File: src/rtl/uart_pkg.sv
// rtl/uart_pkg.sv - shared UART constants, tx state encoding and baud divisor helper
package uart_pkg;

    localparam int PARITY_NONE = 0;
    localparam int PARITY_ODD  = 1;
    localparam int PARITY_EVEN = 2;

    typedef enum logic [2:0] {
        TX_IDLE,
        TX_START,
        TX_DATA,
        TX_PARITY,
        TX_STOP
    } tx_state_t;

    // Divisor rounded to the nearest integer rather than truncated.
    function automatic int baud_div(input int clk_freq, input int baud);
        return (clk_freq + baud / 2) / baud;
    endfunction

endpackage

File: src/rtl/uart_baud_gen.sv
// rtl/uart_baud_gen.sv - wrapping bit-period counter with end-of-bit tick
//
// Ports:
//   clk   - system clock
//   rst_n - asynchronous active-low reset
//   clear - restart the bit period from zero
//   run   - count while high; held at zero while low
//   tick  - high for the last cycle of each bit period while running
module uart_baud_gen #(
    parameter int DIV = 434
) (
    input  logic clk,
    input  logic rst_n,
    input  logic clear,
    input  logic run,
    output logic tick
);

    localparam int CW = (DIV > 2) ? $clog2(DIV) : 1;
    localparam logic [CW-1:0] LAST = CW'(DIV - 1);

    logic [CW-1:0] count;

    always_ff @(posedge clk or negedge rst_n) begin
        if (!rst_n) begin
            count <= '0;
        end else if (clear || !run || count == LAST) begin
            count <= '0;
        end else begin
            count <= count + 1'b1;
        end
    end

    assign tick = run && (count == LAST);

endmodule

File: src/rtl/uart_tx_frame.sv
// rtl/uart_tx_frame.sv - parametrised UART transmitter with internal baud generator
//
// Ports:
//   clk                  - system clock
//   rst_n                - asynchronous active-low reset
//   i_tx_start           - frame request, accepted only while ready
//   i_data               - payload, captured on the accept edge
//   o_tx_ready           - idle and able to accept a frame
//   o_rs232_txd          - registered serial line, idle high
//   o_baudrate_tx_clk_en - end-of-bit pulse while a frame is active
//   o_tx_done            - one-cycle pulse after the last stop bit
module uart_tx_frame
    import uart_pkg::*;
#(
    parameter int CLK_FREQ  = 50_000_000,
    parameter int BAUD      = 115200,
    parameter int DATA_BITS = 8,
    parameter int PARITY    = 0,
    parameter int STOP_BITS = 1
) (
    input  logic                 clk,
    input  logic                 rst_n,
    input  logic                 i_tx_start,
    input  logic [DATA_BITS-1:0] i_data,
    output logic                 o_tx_ready,
    output logic                 o_rs232_txd,
    output logic                 o_baudrate_tx_clk_en,
    output logic                 o_tx_done
);

    localparam int         BAUD_DIV   = baud_div(CLK_FREQ, BAUD);
    localparam bit         HAS_PARITY = (PARITY != PARITY_NONE);
    localparam logic [3:0] LAST_DATA  = 4'(DATA_BITS - 1);
    localparam logic [3:0] LAST_STOP  = 4'(STOP_BITS - 1);

    if (DATA_BITS < 5 || DATA_BITS > 9) begin : g_bad_data_bits
        $error("uart_tx_frame: DATA_BITS must be 5..9");
    end
    if (PARITY < 0 || PARITY > 2) begin : g_bad_parity
        $error("uart_tx_frame: PARITY must be 0, 1 or 2");
    end
    if (STOP_BITS != 1 && STOP_BITS != 2) begin : g_bad_stop_bits
        $error("uart_tx_frame: STOP_BITS must be 1 or 2");
    end
    if (BAUD_DIV < 2) begin : g_bad_baud_div
        $error("uart_tx_frame: baud divisor below 2");
    end

    tx_state_t            state;
    tx_state_t            next_state;
    logic                 accept;
    logic                 tick;
    logic [DATA_BITS-1:0] shreg;
    logic                 parity_bit;
    logic [3:0]           bit_idx;

    uart_baud_gen #(
        .DIV (BAUD_DIV)
    ) u_baud_gen (
        .clk   (clk),
        .rst_n (rst_n),
        .clear (accept),
        .run   (!o_tx_ready),
        .tick  (tick)
    );

    always_ff @(posedge clk or negedge rst_n) begin
        if (!rst_n) begin
            state <= TX_IDLE;
        end else begin
            state <= next_state;
        end
    end

    always_comb begin
        next_state = state;
        case (state)
            TX_IDLE:   if (i_tx_start) next_state = TX_START;
            TX_START:  if (tick) next_state = TX_DATA;
            TX_DATA:   if (tick && bit_idx == LAST_DATA)
                           next_state = HAS_PARITY ? TX_PARITY : TX_STOP;
            TX_PARITY: if (tick) next_state = TX_STOP;
            TX_STOP:   if (tick && bit_idx == LAST_STOP) next_state = TX_IDLE;
            default:   next_state = TX_IDLE;
        endcase
    end

    always_comb begin
        o_tx_ready           = (state == TX_IDLE);
        accept               = i_tx_start && (state == TX_IDLE);
        o_baudrate_tx_clk_en = tick;
    end

    // The line register is loaded with the value of the bit that the next
    // state will drive, so each bit appears exactly on its bit-period edge.
    always_ff @(posedge clk or negedge rst_n) begin
        if (!rst_n) begin
            shreg       <= '0;
            parity_bit  <= 1'b0;
            bit_idx     <= '0;
            o_rs232_txd <= 1'b1;
            o_tx_done   <= 1'b0;
        end else begin
            o_tx_done <= 1'b0;
            if (accept) begin
                shreg       <= i_data;
                parity_bit  <= (^i_data) ^ (PARITY == PARITY_ODD);
                bit_idx     <= '0;
                o_rs232_txd <= 1'b0;
            end else if (tick) begin
                case (state)
                    TX_START: begin
                        o_rs232_txd <= shreg[0];
                    end
                    TX_DATA: begin
                        if (bit_idx == LAST_DATA) begin
                            bit_idx     <= '0;
                            o_rs232_txd <= HAS_PARITY ? parity_bit : 1'b1;
                        end else begin
                            bit_idx     <= bit_idx + 1'b1;
                            shreg       <= shreg >> 1;
                            o_rs232_txd <= shreg[1];
                        end
                    end
                    TX_PARITY: begin
                        o_rs232_txd <= 1'b1;
                    end
                    TX_STOP: begin
                        o_rs232_txd <= 1'b1;
                        if (bit_idx == LAST_STOP) begin
                            bit_idx   <= '0;
                            o_tx_done <= 1'b1;
                        end else begin
                            bit_idx <= bit_idx + 1'b1;
                        end
                    end
                    default: begin
                        o_rs232_txd <= 1'b1;
                    end
                endcase
            end
        end
    end

endmodule
File: config.mk
export PLATFORM = sky130hd
export DESIGN_NAME = uart_tx_frame
export DESIGN_NICKNAME = d
export VERILOG_FILES = /design/src/rtl/uart_pkg.sv /design/src/rtl/uart_baud_gen.sv /design/src/rtl/uart_tx_frame.sv
export SDC_FILE = /design/constraint.sdc
export NUM_CORES = 1
export LEC_CHECK = 0
export ABC_AREA = 1
export BUFFER_PORTS_ARGS = -buffer_cell sky130_fd_sc_hd__buf_2
export CORE_ASPECT_RATIO = 1.5
export CORE_UTILIZATION = 50
export DETAILED_ROUTE_END_ITERATION = 6
export GPL_ROUTABILITY_DRIVEN = 0
export PLACE_DENSITY_LB_ADDON = 0.08
export SKIP_CTS_REPAIR_TIMING = 1
export SLEW_MARGIN = 40
export SYNTH_ARGS = -nofsm -noshare
export SYNTH_HDL_FRONTEND = slang
export SYNTH_HIERARCHICAL = 1
export SYNTH_SLANG_ARGS = --single-unit
File: constraint.sdc
create_clock -name clk -period 2.6 [get_ports clk]
set_clock_uncertainty 0.1 [all_clocks]
set_input_delay 0.26 -clock clk [delete_from_list [all_inputs] [get_ports clk]]
set_output_delay 0.26 -clock clk [all_outputs]
set_load 0.005 [all_outputs]
==> summary.md, run 1 <==
| Metric | Value |
|---|---|
| Cts bufs inserted | `3` |
| Slew @ Worst Pin | `0.5768 ns` |
| Final hold violations | `0` |
| DRC | `0` |
| Worst Path Max Fanout | `7` |
| Maxcap violations | `0` |
| Die ar. | `3358 µm²` |
| Worst-Skew Late Latency | `0.27 ns` |
| Post-synth top cells | `76 x nand2_1, 25 x dfrtp_1, 23 x nand3_1, 21 x nor2_1, 19 x inv_1` |
| Startpoint Class | `flip-flop` |
| Slowest CP cell | `dfrtp_1` |
| Core Region | `2943 µm²` |
| Met2 Usage GRT | `0.3957` |
| Final-stage net count | `242` |
| CP Capture Type | `primary output` |
| Die height | `70.47 µm` |
| H-tree levels | `1` |
| Max-slew headroom | `0.6154` |
| Via count | `1291` |
| First-pass GRT wire length | `5.078 mm` |
| Critical path required time | `2.24 ns` |
| Synth Instances | `209` |
| CTS tree | `built` |
| Ranking of synthesized cells by area | `dfrtp_1 40%, nand2_1 18%, nand3_1 7.4%` |
| Pleak | `0.9084 nW` |
| Num ports | `15` |
| Worst vdd ir | `0.0006307 V` |
| Largest net degree at the start of global routing | `27` |
| Area growth, synth to finish | `11.61%` |
| Post-synth cell types | `27` |
| Grt peak-use layer | `met2` |
| RSZ-0062 raised after global routing | `no` |
| Largest stage delay, worst path | `0.44 ns` |
| Initial antenna violation count | `0` |
| Crit path DAT | `1.74 ns` |
| Top-count cell post-synth | `nand2_1` |
| Final period util | `0.8076` |
| Fin. max-slew vios | `0` |
| Design Power | `0.001495 W` |
| Mapped cell area | `1563 µm²` |
| Yosys warnings | `6` |
| Drt pass-1 iters | `4` |
| Pwr/cell area | `857.4 nW/µm²` |
| Tmin final | `2.100 ns` |
| Core Rows | `24` |
| Peak Freq | `0.4762 GHz` |
| Number of global-route vias before repair | `1211` |
| Outcome | `finished, final reports clean` |
| I/O Buffers | `14` |
| Initial DRC Count | `30` |
| Layout cells sized above 1 | `0.1858` |
| Syn nets | `224` |
| ANT cells | `0` |
| Die width | `47.65 µm` |
| Clk pin slew, worst setup/hold paths | `0.09 ns` |
| Register area share after synthesis | `0.4171` |
| Setup_tns | `0 ns` |
| Mean Syn Cell Area | `7.477 µm²` |
| Clk sink count | `26` |
| Hold WC Path Type | `input pin to flip-flop` |
| Clock Path Buffers | `2` |
| Via-per-instance ratio | `4.872` |
| CTS root buffer | `clkbuf_8` |
| # fillers | `307` |
| Synthesized flop and latch total | `26` |
| Synth area leader | `dfrtp_1` |
| Top FF cell, synth | `dfrtp_1` |
| M3 GR Usage | `0.02326` |
| Remaining global-route overflow | `0` |
| DP HPWL | `2.331 mm` |
| EDFF count, synth | `0` |
| Critical path type | `flip-flop to primary output` |
| # setup viols final | `0` |
| FFs w/ async S/R, synth | `1.000` |
| Storage cell area | `651.9 µm²` |
| Share of the synthesized area in the top cell type | `0.4003` |
| Met1 Use GR | `0.2156` |
| Final WL | `3.005 mm` |
| Multi-input logic area | `800.8 µm²` |
| Antenna viol nets, final | `0` |
| Total GRT Usage | `0.2063` |
| Starting Density | `0.5310` |
| Wire length per cell | `11.34 µm` |
| CP cell instances | `ha_1 -> nand2_1 -> nor2_1 -> nand2_1 -> nor2_1 -> buf_2` |
==> cell families after synthesis <==
group,share of synthesized area
flops,0.4171
fa+ha+maj,0.03203
xor+xnor,0.02803
compound gates,0.03363
simple gates,0.4187
buf+inv,0.07046
==> critical path, delay by kind of cell, from the launching register on <==
| family | cells | cell delay (ns) |
|---|---|---|
| DFF | 1 | 0.44 |
| buffers and inverters | 1 | 0.21 |
| adders and majority gates | 1 | 0.17 |
| and+or+nand+nor | 4 | 0.65 |
==> worst paths after layout <==
path	from	end	slack, ns	cells past startpoint
min in group asynchronous	rst_n	bit_idx[2]$_DFFE_PN0P_	0.41	2
setup reg to reg	u_baud_gen/count[0]$_DFF_PN0_	bit_idx[3]$_DFFE_PN0P_	0.50	10
hold / removal	i_data[7]	shreg[7]$_DFFE_PN0P_	0.09	3
hold reg to reg	o_rs232_txd$_DFFE_PN1P_	o_rs232_txd$_DFFE_PN1P_	0.41	2
max in group asynchronous	rst_n	shreg[7]$_DFFE_PN0P_	1.61	2
setup / recovery	u_baud_gen/count[0]$_DFF_PN0_	o_baudrate_tx_clk_en	0.50	6
==> sequential cells by signal, summed over array words and instances (netlist names) <==
| signal | cells |
|---|---|
| o_rs232_txd | 1 |
| u_baud_gen/count | 9 |
| state | 3 |
| shreg | 8 |
| bit_idx | 4 |
| o_tx_done | 1 |
==> routing by layer <==
layer | vias up | wire [µm]
li1 | 680 | -
met1 | 586 | 1220
met2 | 21 | 1683
met3 | 4 | 63
met4 | 0 | 38
met5 | - | 0
==> stage by stage <==
| stage | hold WS (ns) | util | std cells | setup slack [ns] | area (µm²) |
|---|---|---|---|---|---|
| final | 0.08957 | 0.5927 | 265 | 0.5002 | 1744 |
| after global routing | 0.08661 | 0.5927 | 265 | 0.2523 | 1744 |
| after CTS | -0.09530 | 0.5893 | 264 | 0.4900 | 1734 |
| after detailed placement | 0.2031 | 0.5651 | 260 | 0.5451 | 1663 |
| after global placement | 0.1874 | 0.5651 | 260 | 0.6275 | 1663 |
| after floorplan | -0.1356 | - | 209 | 0.7263 | 1563 |
==> layout make-up <==
cell class                      instances  share of cell area
Clock buffer                            3             0.02367
Clock inverter                          1             0.01722
Multi-Input combinational cell        158              0.4591
Sequential cell                        26              0.3737
Tap cell                               39             0.02798
Timing Repair Buffer                   15             0.04591
Inverter                               23             0.05237
==> power breakdown <==
group | total (W) | internal [W] | switching (W)
combinational | 0.000562 | 0.000208 | 0.000354
sequential | 0.000600 | 0.000502 | 0.0000981
clock | 0.000334 | 0.000206 | 0.000128
==> cells in the final DEF (no fill, tap or decap) <==
cell	instances
a21oi_1	2
a21oi_2	2
buf_2	14
bufinv_16	1
clkbuf_8	3
dfrtp_1	25
dfstp_2	1
dlygate4sd3_1	1
ha_1	4
inv_1	19
inv_2	2
inv_4	2
nand2_1	76
nand2_2	7
nand2_4	3
nand2_8	1
nand3_1	23
nand3_2	1
nand3b_1	2
nand4_1	1
nor2_1	21
nor2_2	3
nor2_4	2
nor3_1	1
o211ai_1	1
o21a_1	1
o21ai_0	2
xnor2_1	2
xor2_1	3
(Power assumes the default switching activity.)
==> run 2: changes to the inputs <==
Clock period 2.6 ns to 1.8 ns, I/O delays scaled along.
==> run 2 against run 1 <==
- the run now ends with negative setup slack left
- clock-buffer cell count up 1
- worst hold slack worse by 0.083 ns
- die area unchanged
- power up 40%
- first-iteration DRC count down 50%
- register-to-register slack worse by 0.43 ns
- worst setup slack worse by 0.50 ns
- sequential share of layout area down 1.3 points
- cell count up 2.6%
- utilization up 2.1 points
- global-route usage up 1.8 points
- flip-flop and latch count unchanged
- largest power group is now combinational logic
- highest routed layer unchanged
==> summary.md, run 2 (synthesized netlist as in run 1, its figures left out) <==
| Metric | Value |
|---|---|
| Worst vdd ir | `0.0007718 V (+22%)` |
| Max-slew headroom | `0.6060 (-0.009416)` |
| Worst Path Max Fanout | `4 (-3)` |
| DP HPWL | `2.472 mm (+6.0%)` |
| Peak Freq | `0.5545 GHz` |
| Initial DRC Count | `15 (-50%)` |
| Worst Hold Launch | `i_data[7]` |
| Critical path required time | `1.52 ns (-0.72 ns)` |
| Slowest CP cell | `dfrtp_1` |
| Pwr/cell area | `1160 nW/µm² (+35%)` |
| Tmin final | `1.803 ns` |
| Met2 Usage GRT | `0.4216 (+0.02588)` |
| Starting Density | `0.5310 (unchanged)` |
| Setup slack after layout | `-0.003494 ns (-0.5037 ns)` |
| # fillers | `297 (-3.3%)` |
| Final period util | `1.002` |
| H-tree levels | `1 (unchanged)` |
| Grt peak-use layer | `met2` |
| M3 GR Usage | `0.01550 (-0.007752)` |
| RSZ-0062 raised after global routing | `yes` |
| Crit path DAT | `1.52 ns (-0.22 ns)` |
| Most used cell, CP | `buf_6` |
| Clk sink count | `26 (unchanged)` |
| CP Capture Type | `primary output` |
| Largest net degree at the start of global routing | `27 (unchanged)` |
| CP cell instances | `inv_1 -> ha_2 -> nand2_1 -> nor2_2 -> nand2_2 -> nor2_4 -> buf_6 -> buf_6` |
| ANT cells | `0 (unchanged)` |
| Commonest cells after routing, fill and taps aside | `74 x nand2_1, 25 x dfrtp_1, 23 x nand3_1` |
| Pleak | `0.9287 nW (+2.2%)` |
| First-pass GRT wire length | `5.437 mm (+7.1%)` |
| Antenna viol nets, final | `0 (unchanged)` |
| Die width | `47.65 µm (unchanged)` |
| Core Rows | `24 (unchanged)` |
| DRC | `0 (unchanged)` |
| Largest stage delay, worst path | `0.41 ns (-0.03 ns)` |
| Num ports | `15 (unchanged)` |
| I/O Buffers | `14 (unchanged)` |
| Final hold violations | `0 (unchanged)` |
| Post-layout util | `0.6135 (+0.02083)` |
| Hold WC Path Type | `input pin to flip-flop` |
| Commonest non-fill, non-tap cell in the layout | `nand2_1` |
| # setup viols final | `1 (+1)` |
| Remaining global-route overflow | `0 (unchanged)` |
| Die height | `70.47 µm (unchanged)` |
| Clock Path Buffers | `2 (unchanged)` |
| Outcome | `complete, but fails checks` |
| Violated checks | `negative setup slack` |
| Wire length per cell | `12.08 µm (+6.5%)` |
| Clk pin slew, worst setup/hold paths | `0.09 ns (about the same)` |
| Total GRT Usage | `0.2247 (+0.01832)` |
| Largest register FFs | `9 (unchanged)` |
| Biggest regs | `u_baud_gen/count x9, shreg x8, bit_idx x4` |
| Worst-Skew Late Latency | `0.28 ns (about the same)` |
| Startpoint Class | `flip-flop` |
| Area growth, synth to finish | `15.53%` |
| Met1 Use GR | `0.2391 (+0.02347)` |
| Setup WS pre-CTS | `0.1040 ns (-0.4411 ns)` |
| CTS tree | `built` |
| Fin. max-slew vios | `0 (unchanged)` |
| Initial antenna violation count | `0 (unchanged)` |
| Final-stage net count | `249 (+2.9%)` |
| Biggest register | `u_baud_gen/count` |
| R2r startpoint | `u_baud_gen/count[1]$_DFF_PN0_` |
| Maxcap violations | `0 (unchanged)` |
| CTS root buffer | `clkbuf_8` |
| Number of global-route vias before repair | `1321 (+9.1%)` |
| Critical path type | `flip-flop to primary output` |
| Drt pass-1 iters | `4 (unchanged)` |
| CP Launch Point | `u_baud_gen/count[1]$_DFF_PN0_` |
| Via count | `1362 (+5.5%)` |
| Die ar. | `3358 µm² (unchanged)` |
| Core Region | `2943 µm² (unchanged)` |
| Via-per-instance ratio | `5.007 (+2.8%)` |
| Cts bufs inserted | `3 (unchanged)` |
| Final WL | `3.285 mm (+9.3%)` |
| Slew @ Worst Pin | `0.5910 ns (+0.01412 ns)` |
| Layout cells sized above 1 | `0.2318 (+0.04592)` |
==> run 2: changes by cell type in the layout (fill, tap and decap cells not counted), moves of 2 or more <==
cell | previous run | this run
nand2_1 | 76 | 74
nor2_1 | 21 | 19
buf_6 | 0 | 2
nand2_2 | 7 | 9
buf_4 | 0 | 6
==> run 2: area by class of cell <==
cell class | count | area, µm² | area share
multi-input cells | 158 | 825.8 | 0.4574
flip-flops and latches | 26 | 651.9 | 0.3611
repair buffers | 22 | 142.6 | 0.07900
inverters | 23 | 91.34 | 0.05059
well taps | 39 | 48.80 | 0.02703
clock buffers | 4 | 45.04 | 0.02495
==> run 2: through the flow <==
| step | power (W) | cells | TNS (ns) | hold WS (ns) | instance area (µm²) |
|---|---|---|---|---|---|
| after floorplan | 0.001539 | 209 | 0 | -0.2156 | 1565 |
| after global placement | 0.001693 | 264 | 0 | 0.1200 | 1695 |
| after detailed placement | 0.001728 | 264 | 0 | 0.1198 | 1695 |
| after CTS | 0.002067 | 268 | -0.04145 | -0.1803 | 1740 |
| after global routing | 0.002269 | 272 | -0.5967 | 0.009148 | 1805 |
| final | 0.002095 | 272 | -0.003494 | 0.006965 | 1805 |
==> run 2: worst paths after layout <==
path,endpoint,slack (ns),cells after the start
hold / removal,shreg[7]$_DFFE_PN0P_,0.007,3
setup reg to reg,shreg[6]$_DFFE_PN0P_,0.07,10
setup / recovery,o_baudrate_tx_clk_en,-0.003,8
min in group asynchronous,u_baud_gen/count[5]$_DFF_PN0_,0.33,2
max in group asynchronous,u_baud_gen/count[7]$_DFF_PN0_,0.88,2
hold reg to reg,o_rs232_txd$_DFFE_PN1P_,0.40,2
==> run 2: power by group <==
part	total, W	switching (W)	internal, W	leakage, nW
Clock	0.000345	0.000186	0.000159	0.0228
Combinational	0.000895	0.000558	0.000337	0.561
Sequential	0.000856	0.000131	0.000725	0.345
Total	0.00209	0.000875	0.00122	0.929
==> run 2: layer usage <==
layer,share of wire,vias to the layer above
met2,0.57,24
met5,0,-
met3,0.021,7
met1,0.39,633
li1,-,698
met4,0.022,0
==> run 2: worst max-delay path, delay by kind of cell (launching register included) <==
kind / cells / cell delay [ns]
adder cells (fa/ha/maj): 1 / 0.15
buffers and inverters: 3 / 0.30
flip-flops: 1 / 0.41
AND/OR/NAND/NOR: 4 / 0.38
==> run 3: changes to the inputs <==
Settings changed: CTS_BUF_LIST from default to sky130_fd_sc_hd__clkbuf_8 sky130_fd_sc_hd__clkbuf_16.
==> run 3 against run 2 <==
- the run still ends with negative setup slack left
- worst setup slack barely moved
- non-clock buffer count fell by 1
- sequential power about the same
- wire length fell by 1.8%
- via count shrank 1.2%
- first-iteration DRC count down 53%
- sequential share of layout area increased by 0.15 points
- combinational power is 0.9% lower
- utilization shrank 0.26 points
- maximum frequency hardly changed
- worst hold slack hardly changed
- critical path type unchanged
- highest routed layer unchanged
==> summary.md, run 3 (synthesized netlist as in run 1, its figures left out) <==
| Metric | Value |
|---|---|
| Biggest regs | `u_baud_gen/count x9, shreg x8, bit_idx x4` |
| Pint | `0.001212 W (-0.69%)` |
| Area growth, synth to finish | `15.05%` |
| Crit path DAT | `1.52 ns (about the same)` |
| Initial antenna violation count | `0 (unchanged)` |
| Final hold violations | `0 (unchanged)` |
| Comb pwr share | `0.426 (about the same)` |
| Setup slack after layout | `-0.003988 ns (-0.0004937 ns)` |
| Sw Pwr | `0.0008690 W (-0.65%)` |
| Maxcap violations | `0 (unchanged)` |
| Die height | `70.47 µm (unchanged)` |
| Antenna viol nets, final | `0 (unchanged)` |
| I/O Buffers | `14 (unchanged)` |
| Number of global-route vias before repair | `1334 (+0.98%)` |
| Reg2Reg Setup Slack | `0.08 ns (about the same)` |
| Clock Path Buffers | `2 (unchanged)` |
| Clk pin slew, worst setup/hold paths | `0.09 ns (about the same)` |
| Layout cells sized above 1 | `0.2284 (-0.003311)` |
| DP Cell Count | `264 (unchanged)` |
| Initial DRC Count | `7 (-8)` |
| Commonest cells after routing, fill and taps aside | `74 x nand2_1, 25 x dfrtp_1, 23 x nand3_1` |
| Clk sink count | `26 (unchanged)` |
| Hold WC Path Type | `input pin to flip-flop` |
| H-tree levels | `1 (unchanged)` |
| Worst vdd ir | `0.0007726 V (+0.11%)` |
| Commonest non-fill, non-tap cell in the layout | `nand2_1` |
| DP HPWL | `2.472 mm (unchanged)` |
| Clock power frac | `0.162 (-0.003)` |
| Sw frac | `0.4176 (about the same)` |
| Critical path type | `flip-flop to primary output` |
| Final WL | `3.226 mm (-1.8%)` |
| # fillers | `297 (unchanged)` |
| Outcome | `complete, but fails checks` |
| Remaining global-route overflow | `0 (unchanged)` |
| Worst reg-to-reg path cell count | `10 (unchanged)` |
| Starting Density | `0.5310 (unchanged)` |
| # setup viols final | `1 (unchanged)` |
| Core Rows | `24 (unchanged)` |
| Via-per-instance ratio | `4.963 (-0.88%)` |
| First-pass GRT wire length | `5.451 mm (+0.26%)` |
| Worst Path Max Fanout | `4 (unchanged)` |
| Largest net degree at the start of global routing | `27 (unchanged)` |
| Reg power frac | `0.411 (+0.003)` |
| Via count | `1345 (-1.2%)` |
| Biggest register | `u_baud_gen/count` |
| Slew @ Worst Pin | `0.5815 ns (-0.009476 ns)` |
| Peak Freq | `0.5543 GHz (about the same)` |
| Worst reg2reg endpoint | `shreg[6]$_DFFE_PN0P_` |
| Core Region | `2943 µm² (unchanged)` |
| Setup WS pre-CTS | `0.1040 ns (unchanged)` |
| R2r startpoint | `u_baud_gen/count[1]$_DFF_PN0_` |
| Wire length per cell | `11.90 µm (-1.4%)` |
| CP Launch Point | `u_baud_gen/count[1]$_DFF_PN0_` |
| Cell Count, Final, Fillers Out | `271 (-0.37%)` |
| Largest register FFs | `9 (unchanged)` |
| Num ports | `15 (unchanged)` |
| Drt pass-1 iters | `4 (unchanged)` |
| Pleak | `0.9274 nW (-0.14%)` |
| Critical path required time | `1.52 ns (about the same)` |
| Fin. max-slew vios | `0 (unchanged)` |
| DRC | `0 (unchanged)` |
| RSZ-0062 raised after global routing | `yes` |
| Max-slew headroom | `0.6123 (+0.006318)` |
| Die ar. | `3358 µm² (unchanged)` |
| Total GRT Usage | `0.2251 (+0.0004970)` |
| Startpoint Class | `flip-flop` |
| Worst-Skew Late Latency | `0.28 ns (about the same)` |
| Final-stage net count | `248 (-0.40%)` |
| Worst setup path endpoint | `o_baudrate_tx_clk_en` |
| Final period util | `1.002 (about the same)` |
| CTS tree | `built` |
| Die width | `47.65 µm (unchanged)` |
| Pwr/cell area | `1157 nW/µm² (-0.26%)` |
| Violated checks | `negative setup slack` |
| CTS root buffer | `clkbuf_8` |
| Cts bufs inserted | `3 (unchanged)` |
| CP Capture Type | `primary output` |
| Tmin final | `1.804 ns (+0.0004937 ns)` |
| ANT cells | `0 (unchanged)` |
[run 3: cell types whose count changed in the layout (fill, tap and decap cells not counted)]
cell      before  now
buf_4          6    5
inv_1         18   19
clkbuf_1       1    0
[run 3: critical path, stage by stage (launching register included)]
cell,delay (ns)
dfrtp_1,0.41
inv_1,0.08
ha_2,0.15
nand2_1,0.06
nor2_2,0.09
nand2_2,0.08
nor2_4,0.16
buf_6,0.14
buf_6,0.09
[run 3: power by group through the flow]
stage | Clock (W) | Combinational, W | Sequential (W)
detailed placement | 0 | 0.000863 | 0.000864
floorplan | 0 | 0.000692 | 0.000847
global route | 0.000368 | 0.00102 | 0.000878
global placement | 0 | 0.000830 | 0.000863
CTS | 0.000344 | 0.000865 | 0.000854
finish | 0.000338 | 0.000887 | 0.000856
[run 3: final cells by class]
type                            count  area (µm²)  share of cell area
Clock buffer                        3       41.29             0.02296
Sequential cell                    26       651.9              0.3626
Multi-Input combinational cell    158       825.8              0.4593
Tap cell                           39       48.80             0.02714
Timing Repair Buffer               21       135.1             0.07516
Inverter                           23       91.34             0.05080
Clock inverter                      1       3.754            0.002088
[run 3: routing by layer]
layer / up-vias / global-route usage / part of all wire
met4: 0 / 0.08951 / 0.021
met3: 7 / 0.01550 / 0.015
met2: 18 / 0.4216 / 0.58
met5: - / 0 / 0
met1: 624 / 0.2374 / 0.39
li1: 696 / - / -
[run 3: stage by stage]
| stage | power (W) | instance area [µm²] | hold WS, ns | TNS, ns | utilization |
|---|---|---|---|---|---|
| 6_report | 0.002081 | 1798 | 0.006808 | -0.003988 | 0.6110 |
| 5_1_grt | 0.002262 | 1798 | 0.009148 | -0.6093 | 0.6110 |
| 4_1_cts | 0.002063 | 1740 | -0.1815 | -0.04274 | 0.5914 |
| 3_5_place_dp | 0.001728 | 1695 | 0.1198 | 0 | 0.5761 |
| 3_3_place_gp | 0.001693 | 1695 | 0.1200 | 0 | 0.5761 |
| 2_1_floorplan | 0.001539 | 1565 | -0.2156 | 0 | - |
[run 3: worst min path at each step]
stage	startpoint	end	slack, ns	cells after the start
3_5_place_dp	rst_n	u_baud_gen/count[5]$_DFF_PN0_	0.12	1
4_1_cts	rst_n	u_baud_gen/count[5]$_DFF_PN0_	-0.18	1
3_3_place_gp	rst_n	u_baud_gen/count[5]$_DFF_PN0_	0.12	1
6_report	i_data[7]	shreg[7]$_DFFE_PN0P_	0.007	3
5_1_grt	i_data[7]	shreg[7]$_DFFE_PN0P_	0.009	3
2_1_floorplan	rst_n	bit_idx[0]$_DFFE_PN0P_	-0.22	0
